`src/rtl/e1_chfifo_ctl.sv`:
```
// e1_chfifo_ctl: per-channel circular FIFOs for 21 E1 tributaries
// carved out of one shared dual-port RAM (port A write, port B read).
module e1_chfifo_ctl #(
    parameter int NCH      = 21,
    parameter int CHBIT    = 5,
    parameter int DEPTHBIT = 6,
    parameter int WIDTH    = 8,
    parameter int ADDRBIT  = CHBIT + DEPTHBIT
) (
    input  logic               clk,
    input  logic               rst_,
    input  logic               wr_vld,
    input  logic [CHBIT-1:0]   wr_ch,
    input  logic [WIDTH-1:0]   wr_dat,
    input  logic               rd_req,
    input  logic [CHBIT-1:0]   rd_ch,
    output logic               rd_vld,
    output logic [WIDTH-1:0]   rd_dat,
    input  logic               flush_vld,
    input  logic [CHBIT-1:0]   flush_ch,
    input  logic               sts_clr,
    output logic [NCH-1:0]     ovf,
    output logic [NCH-1:0]     udf,
    output logic               ch_err,
    output logic [ADDRBIT-1:0] ram_a0,
    output logic               ram_we0,
    output logic [WIDTH-1:0]   ram_di0,
    output logic [ADDRBIT-1:0] ram_a1,
    output logic               ram_we1,
    input  logic [WIDTH-1:0]   ram_do1
);

    localparam logic [CHBIT:0]    NCHV = (CHBIT+1)'(NCH);
    localparam logic [DEPTHBIT:0] FULL = {1'b1, {DEPTHBIT{1'b0}}};
    localparam logic [DEPTHBIT:0] EMPTY = '0;

    logic [DEPTHBIT-1:0] wptr [NCH];
    logic [DEPTHBIT-1:0] rptr [NCH];
    logic [DEPTHBIT:0]   cnt  [NCH];

    logic               wr_ok, rd_ok, fl_ok;
    logic [CHBIT-1:0]   wr_ix, rd_ix;
    logic [DEPTHBIT:0]  wr_cnt, rd_cnt;
    logic               wr_fl, rd_fl;
    logic               wr_act, rd_act;
    logic               wr_acc, rd_acc;
    logic               wr_drop, rd_drop;
    logic               err_set;
    logic [NCH-1:0]     wr_hit, rd_hit, fl_hit;
    logic [NCH-1:0]     ovf_set, udf_set;
    logic               rd_p1;

    assign wr_ok = {1'b0, wr_ch} < NCHV;
    assign rd_ok = {1'b0, rd_ch} < NCHV;
    assign fl_ok = {1'b0, flush_ch} < NCHV;

    // Keep array indices in range even when the id is illegal.
    assign wr_ix = wr_ok ? wr_ch : '0;
    assign rd_ix = rd_ok ? rd_ch : '0;

    assign wr_cnt = cnt[wr_ix];
    assign rd_cnt = cnt[rd_ix];

    assign wr_fl = flush_vld && fl_ok && (flush_ch == wr_ch);
    assign rd_fl = flush_vld && fl_ok && (flush_ch == rd_ch);

    assign wr_act  = wr_vld && wr_ok && !wr_fl;
    assign rd_act  = rd_req && rd_ok && !rd_fl;
    assign wr_acc  = wr_act && (wr_cnt != FULL);
    assign wr_drop = wr_act && (wr_cnt == FULL);
    assign rd_acc  = rd_act && (rd_cnt != EMPTY);
    assign rd_drop = rd_act && (rd_cnt == EMPTY);

    assign err_set = (wr_vld && !wr_ok)
                   || (rd_req && !rd_ok)
                   || (flush_vld && !fl_ok);

    always_comb begin
        wr_hit  = '0;
        rd_hit  = '0;
        fl_hit  = '0;
        ovf_set = '0;
        udf_set = '0;
        for (int i = 0; i < NCH; i++) begin
            wr_hit[i]  = wr_acc && (wr_ix == CHBIT'(i));
            rd_hit[i]  = rd_acc && (rd_ix == CHBIT'(i));
            fl_hit[i]  = flush_vld && fl_ok
                       && (flush_ch == CHBIT'(i));
            ovf_set[i] = wr_drop && (wr_ix == CHBIT'(i));
            udf_set[i] = rd_drop && (rd_ix == CHBIT'(i));
        end
    end

    always_ff @(posedge clk) begin
        if (!rst_) begin
            for (int i = 0; i < NCH; i++) begin
                wptr[i] <= '0;
                rptr[i] <= '0;
                cnt[i]  <= '0;
            end
        end else begin
            for (int i = 0; i < NCH; i++) begin
                if (fl_hit[i]) begin
                    wptr[i] <= '0;
                    rptr[i] <= '0;
                    cnt[i]  <= '0;
                end else begin
                    if (wr_hit[i])
                        wptr[i] <= wptr[i] + 1'b1;
                    if (rd_hit[i])
                        rptr[i] <= rptr[i] + 1'b1;
                    if (wr_hit[i] && !rd_hit[i])
                        cnt[i] <= cnt[i] + 1'b1;
                    else if (rd_hit[i] && !wr_hit[i])
                        cnt[i] <= cnt[i] - 1'b1;
                end
            end
        end
    end

    // Sticky flags: a new event in the clear cycle survives.
    always_ff @(posedge clk) begin
        if (!rst_) begin
            ovf    <= '0;
            udf    <= '0;
            ch_err <= 1'b0;
        end else begin
            ovf    <= (sts_clr ? '0 : ovf) | ovf_set;
            udf    <= (sts_clr ? '0 : udf) | udf_set;
            ch_err <= (sts_clr ? 1'b0 : ch_err) | err_set;
        end
    end

    always_ff @(posedge clk) begin
        if (!rst_) begin
            ram_we0 <= 1'b0;
            ram_a0  <= '0;
            ram_di0 <= '0;
        end else begin
            ram_we0 <= wr_acc;
            if (wr_acc) begin
                ram_a0  <= {wr_ix, wptr[wr_ix]};
                ram_di0 <= wr_dat;
            end
        end
    end

    always_ff @(posedge clk) begin
        if (!rst_) begin
            ram_a1 <= '0;
            rd_p1  <= 1'b0;
            rd_vld <= 1'b0;
        end else begin
            rd_p1  <= rd_acc;
            rd_vld <= rd_p1;
            if (rd_acc)
                ram_a1 <= {rd_ix, rptr[rd_ix]};
        end
    end

    assign rd_dat  = ram_do1;
    assign ram_we1 = 1'b0;

endmodule

```
`config.mk`:
```
export PLATFORM = sky130hd
export DESIGN_NAME = e1_chfifo_ctl
export DESIGN_NICKNAME = d
export VERILOG_FILES = /design/src/rtl/e1_chfifo_ctl.sv
export SDC_FILE = /design/constraint.sdc
export NUM_CORES = 1
export LEC_CHECK = 0
export BUFFER_PORTS_ARGS = -buffer_cell sky130_fd_sc_hd__buf_4
export CORE_AREA = 3 3 223 280
export DETAILED_ROUTE_END_ITERATION = 10
export DIE_AREA = 0 0 226 283
export PLACE_DENSITY_LB_ADDON = 0.25
export SLEW_MARGIN = 10
export SYNTH_ARGS = -nofsm -noshare
export SYNTH_HDL_FRONTEND = slang
export SYNTH_SLANG_ARGS = --single-unit
```
`constraint.sdc`:
```
create_clock -name clk -period 4.75 [get_ports clk]
set_input_delay 1.425 -clock clk [delete_from_list [all_inputs] [get_ports clk]]
set_output_delay 1.425 -clock clk [all_outputs]
set_load 0.02 [all_outputs]
```
### After elaboration in Yosys (flattened, before gate mapping)

Memory sizes are Yosys's and may differ from the RTL's. A register that Yosys moved wholly into a read port is not among the register bits.
Index checks and enable logic that the tools add are counted.

| word-level totals | value |
|---|---|
| register bits | 76 |
| memory bits (writable) | 399 |
| bits of input ports | 37 |
| output and inout port bits | 84 |
| logic and storage cells | 1103 |
| memories kept | 3 |

| cells by class | value |
|---|---|
| add/subtract/negate cells | 84 |
| magnitude comparators | 3 |
| eq/ne operators | 64 |
| multiplexer cells | 573 |
| bitwise operators | 150 |
| reductions and logical operators | 217 |

Memories:

| memory | depth | bits a word | rd ports | clocked after memory_dff | wr ports | line | source |
|---|---|---|---|---|---|---|---|
| cnt | 21 | 7 | 23 | 0 | 21 | 39 | `logic [DEPTHBIT:0] cnt [NCH];` |
| rptr | 21 | 6 | 22 | 1 | 21 | 38 | `logic [DEPTHBIT-1:0] rptr [NCH];` |
| wptr | 21 | 6 | 22 | 1 | 21 | 37 | `logic [DEPTHBIT-1:0] wptr [NCH];` |

Operators with widths:

| kind | count |
|---|---|
| 6-bit two-way mux | 84 |
| 7-bit two-way mux | 63 |
| 1-bit two-way mux | 422 |
| 6-bit by 1-bit adder with 6-bit output (second input constant) | 42 |
| 1-bit logical AND | 161 |
| 1-bit OR | 148 |
| 7-bit by 1-bit adder with 7-bit output (second input constant) | 21 |
| 7-bit by 1-bit subtractor with 7-bit output (second input constant) | 21 |
| 5-bit by 4-bit equality test with 1-bit output (second input constant) | 24 |
| 5-bit equality test (second input constant) | 15 |
| 5-bit by 3-bit equality test with 1-bit output (second input constant) | 12 |
| 1-bit logical NOT | 49 |
| 21-bit two-way mux | 2 |
| 21-bit OR | 2 |
| 5-bit by 2-bit equality test with 1-bit output (second input constant) | 6 |
| 5-bit by 1-bit equality test with 1-bit output (second input constant) | 3 |
| 5-bit logical NOT | 3 |
| 5-bit less-than comparator (second input constant) | 3 |
| 5-bit equality test | 2 |
| 5-bit two-way mux | 2 |
| 7-bit equality test (second input constant) | 1 |
| 7-bit logical NOT | 1 |
| 7-bit inequality test (second input constant) | 1 |
| 7-bit nonzero test | 1 |
| 1-bit logical OR | 2 |

### Logic depth before layout (Yosys ltp)

Gate-level depths: netlist (run 1).

| depth | value |
|---|---|
| word-level depth | 15 |
| mapped depth | 16 |
| mapped depth without buffers | 10 |

### Least setup slack after synthesis (run 1)

No wires, ideal clock.

| timing | value |
|---|---|
| kind | input to register |
| from | input port rd_ch[1] |
| to | memory cnt[16][0] (netlist name) (enable) |
| arrival time | 4.103 ns |
| data required time | 4.427 ns |
| path slack | 0.324 ns |
| stages on the path | 14 |
| cells stage by stage | buf_2 buf_1 mux2i_1 nor3_1 o41ai_1 o221ai_1 or4_4 buf_6 nand3_1 or2_1 and2_1 buf_2 nor2_1 nand2_1 |

RTL lines:

| what | line | source |
|---|---|---|
| start, declared | 16 | `input logic [CHBIT-1:0] rd_ch,` |
| end, declared | 39 |  |

==> qor.txt, run 1 <==
status: complete, no violations
Top Ports: 121
Worst-Skew Late Latency: 610 ps
Die ar.: 64000 µm²
dpl hpwl: 79100 µm
total CTS buffers: 53
vias in the first global route: 26900
Setup Skew: 25.1 ps
CP max stage delay: 520 ps
worst r2r path cells: 12
DRT Wirelength: 102000 µm
Lkg Pwr: 13.2 nW
Slew Limit Headroom: 0.333
hold path depth: 2
Placer Congestion: 1.06
Layout area overhead: 17.7%
Setup Buffers After CTS: 0
Critical Path RT: 5200 ps
reg2reg end: cnt[13][0]
crit path cell chain: buf_4, o21ai_2, and2_1, o21ai_0, a31oi_1, a211oi_1, buf_4, a21oi_4, buf_4, nand3_1, nor2b_1, a221oi_1, a31oi_1
Area after DPL: 33400 µm²
via count: 27800
number of routed nets with antenna violations: 0
TritonRoute pass-1 iters: 8
clock slew at reported path FFs: 60 ps
average cell area after synthesis: 9.24 µm²
max-slew violation count: 0
Cell Rows: 100
# hold bufs at CTS: 0
design area: 35200 µm²
drt wl/cell: 23.5 µm
cts repair resizes: 0
Synth cell types: 102
max-cap viol count: 0
most used cell, CP: buf_4
I/O Buffers: 103
RR Startpoint: cnt[6][2]
Yosys reg bits: 475
Pwr Density: 303 nW/µm²
Mapped Cells: 3238
min cycle time layout: 4530 ps
Cell Area, Synth: 29900 µm²
Primary FF master, synth: edfxtp_1
layout cells sized above 1: 0.168
final hold vios: 0
core area: 59700 µm²
GRT overflow: 0
global-route wire length before repair: 155000 µm
CTS tree: done
clk root buf: clkbuf_16
largest net degree at the start of global routing: 32
Synth warnings: 0
worst path arrival time: 4980 ps
Layout Nets: 3660
clock sinks: 475
peak supply drop: 0.239 mV
H-tree depth: 2
CP Launch Type: input port
antenna violations before repair: 2
# setup viols final: 0
Hold Path Sink: ram_di0[6]
Reg area: 13500 µm²
RSZ-0062 raised after global routing: no
final worst path period share: 0.953
clock tree buffer depth: 3
ys async rst share: 0
Pwr Total: 10.7 mW
Post-synth EDFFs: 399
hold path start: ram_di0[6]
initial detailed-routing violation count: 3234
CP max FO: 10
endpoint type of the worst setup path: flip-flop
commonest non-fill, non-tap cell in the layout: nor2_1
Multi-input gate area: 15200 µm²
DRC: 0
Seq/Total Area, Yosys: 0.451
GRT Overall Usage: 0.312
Die Y: 283 µm
placed cell count: 4249
commonest cells after routing, fill and taps aside: 543 x nor2_1, 427 x buf_4, 399 x edfxtp_1
Worst-Margin Slew: 992 ps
FILL cells: 5090
Crit-path slowest cell: nor2b_1
fmax: 221 MHz
routed vias/inst: 6.39
kind of critical path: input port to flip-flop
flop-to-flop setup slack: 500 ps
Synth Net Count: 3359
Die Wd: 226 µm
post-route insts no fill: 4350
starting density of the core: 0.501
class of the worst hold path: flip-flop to flip-flop
kinds of logic after synthesis:
kind of cell,Yosys count,synth area share
xor+xnor,201,0.0588
mux,36,0.0128
simple gates,1386,0.223
compound gates,763,0.177
buf+inv,292,0.0416
flops,475,0.451
fa+ha+maj,84,0.0351
other cells,1,0.000125
how the worst max path moves through the flow:
stage                   from          to  slack, ps  depth (start not counted)
floorplan           rd_ch[1]  cnt[16][0]        320                         14
global placement    wr_ch[3]   cnt[2][5]       -260                         13
detailed placement  wr_ch[3]   cnt[5][3]       -220                         15
CTS                 wr_ch[3]   cnt[2][5]        380                         13
global route        wr_ch[3]  cnt[13][1]        110                         13
finish              wr_ch[3]   cnt[2][5]        220                         13
sequential cells by signal, summed over array words and instances (netlist names):
name / cells
cnt: 147
rptr: 126
wptr: 126
ovf: 21
udf: 21
ram_a0: 11
ram_a1: 11
ram_di0: 8
ch_err: 1
ram_we0: 1
rd_p1: 1
rd_vld: 1
critical path, delay by kind of cell:
kind	cells	cell delay, ps
AOI/OAI and AO/OA	7	1820
buffers and inverters	3	590
and+or+nand+nor	3	1120
power by group:
part	internal, mW	switching, mW	total (mW)
clock	2.49	1.73	4.22
sequential	4.74	0.281	5.02
combinational	0.539	0.887	1.43
metrics by stage:
| step | TNS (ps) | util | hold slack, ps | worst slack [ps] |
|---|---|---|---|---|
| finish | 0 | 0.590 | 457 | 223 |
| global route | 0 | 0.590 | 479 | 115 |
| CTS | 0 | 0.590 | 456 | 385 |
| detailed placement | -13520 | 0.560 | 448 | -222 |
| global placement | -12160 | 0.560 | 438 | -258 |
| floorplan | 0 | - | 412 | 324 |
Yosys cell counts, types with 8 or more instances:
cell type  number  share of area
a211oi_1       22         0.0055
a21o_1         10         0.0025
a21oi_1       172          0.029
a221o_1        10         0.0033
a221oi_1       76          0.022
a22oi_1        97          0.024
a2bb2oi_1      14         0.0041
a311oi_1       15         0.0044
a31oi_1        30         0.0063
a32oi_1        13         0.0038
and2_1         23         0.0048
and3_1         99          0.021
buf_1          17         0.0021
buf_2          45         0.0075
buf_4          15         0.0038
clkbuf_1      107          0.013
dfxtp_1        76          0.051
edfxtp_1      399           0.40
ha_1           84          0.035
inv_1         101          0.013
mux2_2         17         0.0064
mux2i_1        19         0.0064
nand2_1       227          0.028
nand2b_1       33         0.0069
nand3_1       177          0.030
nand3b_1        8         0.0020
nand4_1        23         0.0048
nor2_1        547          0.069
nor2b_1        22         0.0046
nor3_1         80          0.013
nor3b_1        13         0.0033
nor4_1         34         0.0071
o211ai_1       13         0.0033
o21a_1         16         0.0040
o21ai_0       117          0.020
o221ai_1       23         0.0067
o22a_1         21         0.0061
o22ai_1        21         0.0044
o31ai_1         9         0.0023
or2_2          12         0.0025
or3_1          17         0.0036
or4_1          12         0.0030
xnor2_1       104          0.030
xor2_1         97          0.028
layer usage:
metal / GRT usage / up-vias / wire (µm)
li1: - / 12700 / -
met1: 0.374 / 13400 / 37600
met2: 0.517 / 1414 / 48500
met3: 0.0648 / 332 / 9140
met4: 0.180 / 2 / 6850
met5: 0 / - / 13
cell type report:
type,instances,area share
well taps,765,0.0272
inverters,103,0.0110
clock buffers,74,0.0440
clock inverters,26,0.00675
diodes,1,0.0000711
flip-flops and latches,475,0.383
multi-input cells,2471,0.432
repair buffers,435,0.0956
Power figures use the tool's default switching activity.
==> inputs of run 2 (changes only) <==
--- a/config.mk
+++ b/config.mk
@@ -5,11 +5,12 @@
 export SDC_FILE = /design/constraint.sdc
 export NUM_CORES = 1
 export LEC_CHECK = 0
+export ABC_CLOCK_PERIOD_IN_PS = 4750
 export BUFFER_PORTS_ARGS = -buffer_cell sky130_fd_sc_hd__buf_4
 export CORE_AREA = 3 3 223 280
 export DETAILED_ROUTE_END_ITERATION = 10
 export DIE_AREA = 0 0 226 283
-export PLACE_DENSITY_LB_ADDON = 0.25
+export PLACE_DENSITY = 0.69
 export SLEW_MARGIN = 10
 export SYNTH_ARGS = -nofsm -noshare
 export SYNTH_HDL_FRONTEND = slang
==> run 2 against run 1 <==
  * Critical endpoint is now cnt[10][0]
  * Clock-buffer cell count fell by 2
  * Clock skew is 3.3 ps higher
  * Largest cell class unchanged
  * Sequential cell count unchanged
  * Die area unchanged
  * Final area down 0.34%
  * Sequential share of layout area up 0.13 points
  * Highest routed layer is now met4
  * Maximum frequency decreased by 2.1%
  * Largest power group unchanged
  * Combinational power about the same
==> qor.txt, run 2 (synthesized netlist as in run 1, its figures left out) <==
status: complete, no violations
Worst-Margin Slew: 1150 ps
commonest cells after routing, fill and taps aside: 543 x nor2_1, 419 x buf_4, 399 x edfxtp_1
GRT Overall Usage: 0.318
worst path arrival time: 4940 ps
FILL cells: 5219
Multi-input gate area: 15200 µm²
I/O Buffers: 103
drt wl/cell: 24.1 µm
reg2reg end: cnt[3][6]
Lkg Pwr: 13.1 nW
fmax: 216 MHz
max FFs per register: 147
Setup Skew: 28.4 ps
CP Launch Type: input port
Top Ports: 121
cts repair resizes: 0
H-tree depth: 2
endpoint type of the worst setup path: flip-flop
worst r2r path cells: 11
Layout Nets: 3653
Cell Rows: 100
Die Y: 283 µm
CP max FO: 11
vias in the first global route: 26700
Biggest register: cnt
Pwr Density: 300 nW/µm²
Slew Limit Headroom: 0.226
global-route wire length before repair: 157000 µm
commonest non-fill, non-tap cell in the layout: nor2_1
core area: 59700 µm²
min cycle time layout: 4620 ps
clock slew at reported path FFs: 60 ps
layout cells sized above 1: 0.164
setup ws final: 127 ps
Place WS: -103 ps
RSZ-0062 raised after global routing: no
Layout area overhead: 17.3%
max-cap viol count: 0
kind of critical path: input port to flip-flop
number of routed nets with antenna violations: 0
TritonRoute pass-1 iters: 7
total CTS buffers: 52
# hold bufs at CTS: 0
starting density of the core: 0.501
Pwr Total: 10.5 mW
max-slew violation count: 0
Placer Congestion: 1.00
GRT overflow: 0
Worst Setup SP: rd_ch[1]
Setup crit end: cnt[10][0]
class of the worst hold path: flip-flop to flip-flop
peak supply drop: 0.310 mV
initial detailed-routing violation count: 2861
final worst path period share: 0.973
final hold vios: 0
Largest regs: cnt x147, rptr x126, wptr x126
flop-to-flop setup slack: 530 ps
CTS tree: done
Reg area: 13500 µm²
DRT Wirelength: 105000 µm
clock tree buffer depth: 3
Worst-Skew Late Latency: 610 ps
clk root buf: clkbuf_16
Die ar.: 64000 µm²
routed vias/inst: 6.37
via count: 27600
Critical Path RT: 5060 ps
TNS Setup: 0 ps
largest net degree at the start of global routing: 40
RR Startpoint: cnt[4][3]
Setup Buffers After CTS: 0
# setup viols final: 0
Die Wd: 226 µm
Area after DPL: 33400 µm²
DRC: 0
design area: 35100 µm²
antenna violations before repair: 1
clock sinks: 475
dpl hpwl: 81100 µm
run 2: changes by cell type in the layout (fill, tap and decap cells not counted), sizes merged:
cell      before  now
buf          435  429
clkbuf        74   72
clkinvlp       3    5
bufinv         4    3
clkinv        19   18
run 2: report_power, final:
part	internal (mW)	switching (mW)
sequential	4.74	0.281
clock	2.31	1.77
combinational	0.542	0.893
run 2: critical path: stages:
cell and delay, ps:
buf_4 160, or2_2 360, buf_4 180, a21oi_1 120, nand2b_1 200, o311ai_1 260, nor2_1 370, nand2_4 110
nor3_1 940, o21ai_0 280, buf_4 250, nand3_1 80, buf_4 180
run 2: per-stage QoR:
stage,util,hold slack (ps),std cells
floorplan,-,412,3238
global route,0.588,455,4342
detailed placement,0.560,426,4243
global placement,0.560,429,4243
CTS,0.588,441,4341
finish,0.588,443,4342
run 2: final cells by class:
cell class              instances  share of cell area
repair buffers                429              0.0953
clock buffers                  72              0.0416
inverters                     103              0.0110
well taps                     765              0.0273
flip-flops and latches        475               0.385
multi-input cells            2471               0.433
clock inverters                26             0.00656
diodes                          1           0.0000713
run 2: worst min-delay path by stage:
stage / start / end / slack, ps / depth (start not counted)
after floorplan: rd_p1 / rd_vld / 410 / 1
after global placement: rd_p1 / rd_vld / 430 / 1
after detailed placement: rd_p1 / rd_vld / 430 / 1
after CTS: rd_p1 / rd_vld / 440 / 1
after global routing: rd_p1 / rd_vld / 450 / 1
final: rd_p1 / rd_vld / 440 / 1
run 2: routing by layer:
layer	up-vias	routed length, µm	GRT usage
li1	12700	-	-
met1	13400	40300	0.398
met2	1311	49200	0.522
met3	296	8310	0.0517
met4	0	6800	0.175
met5	-	0	0
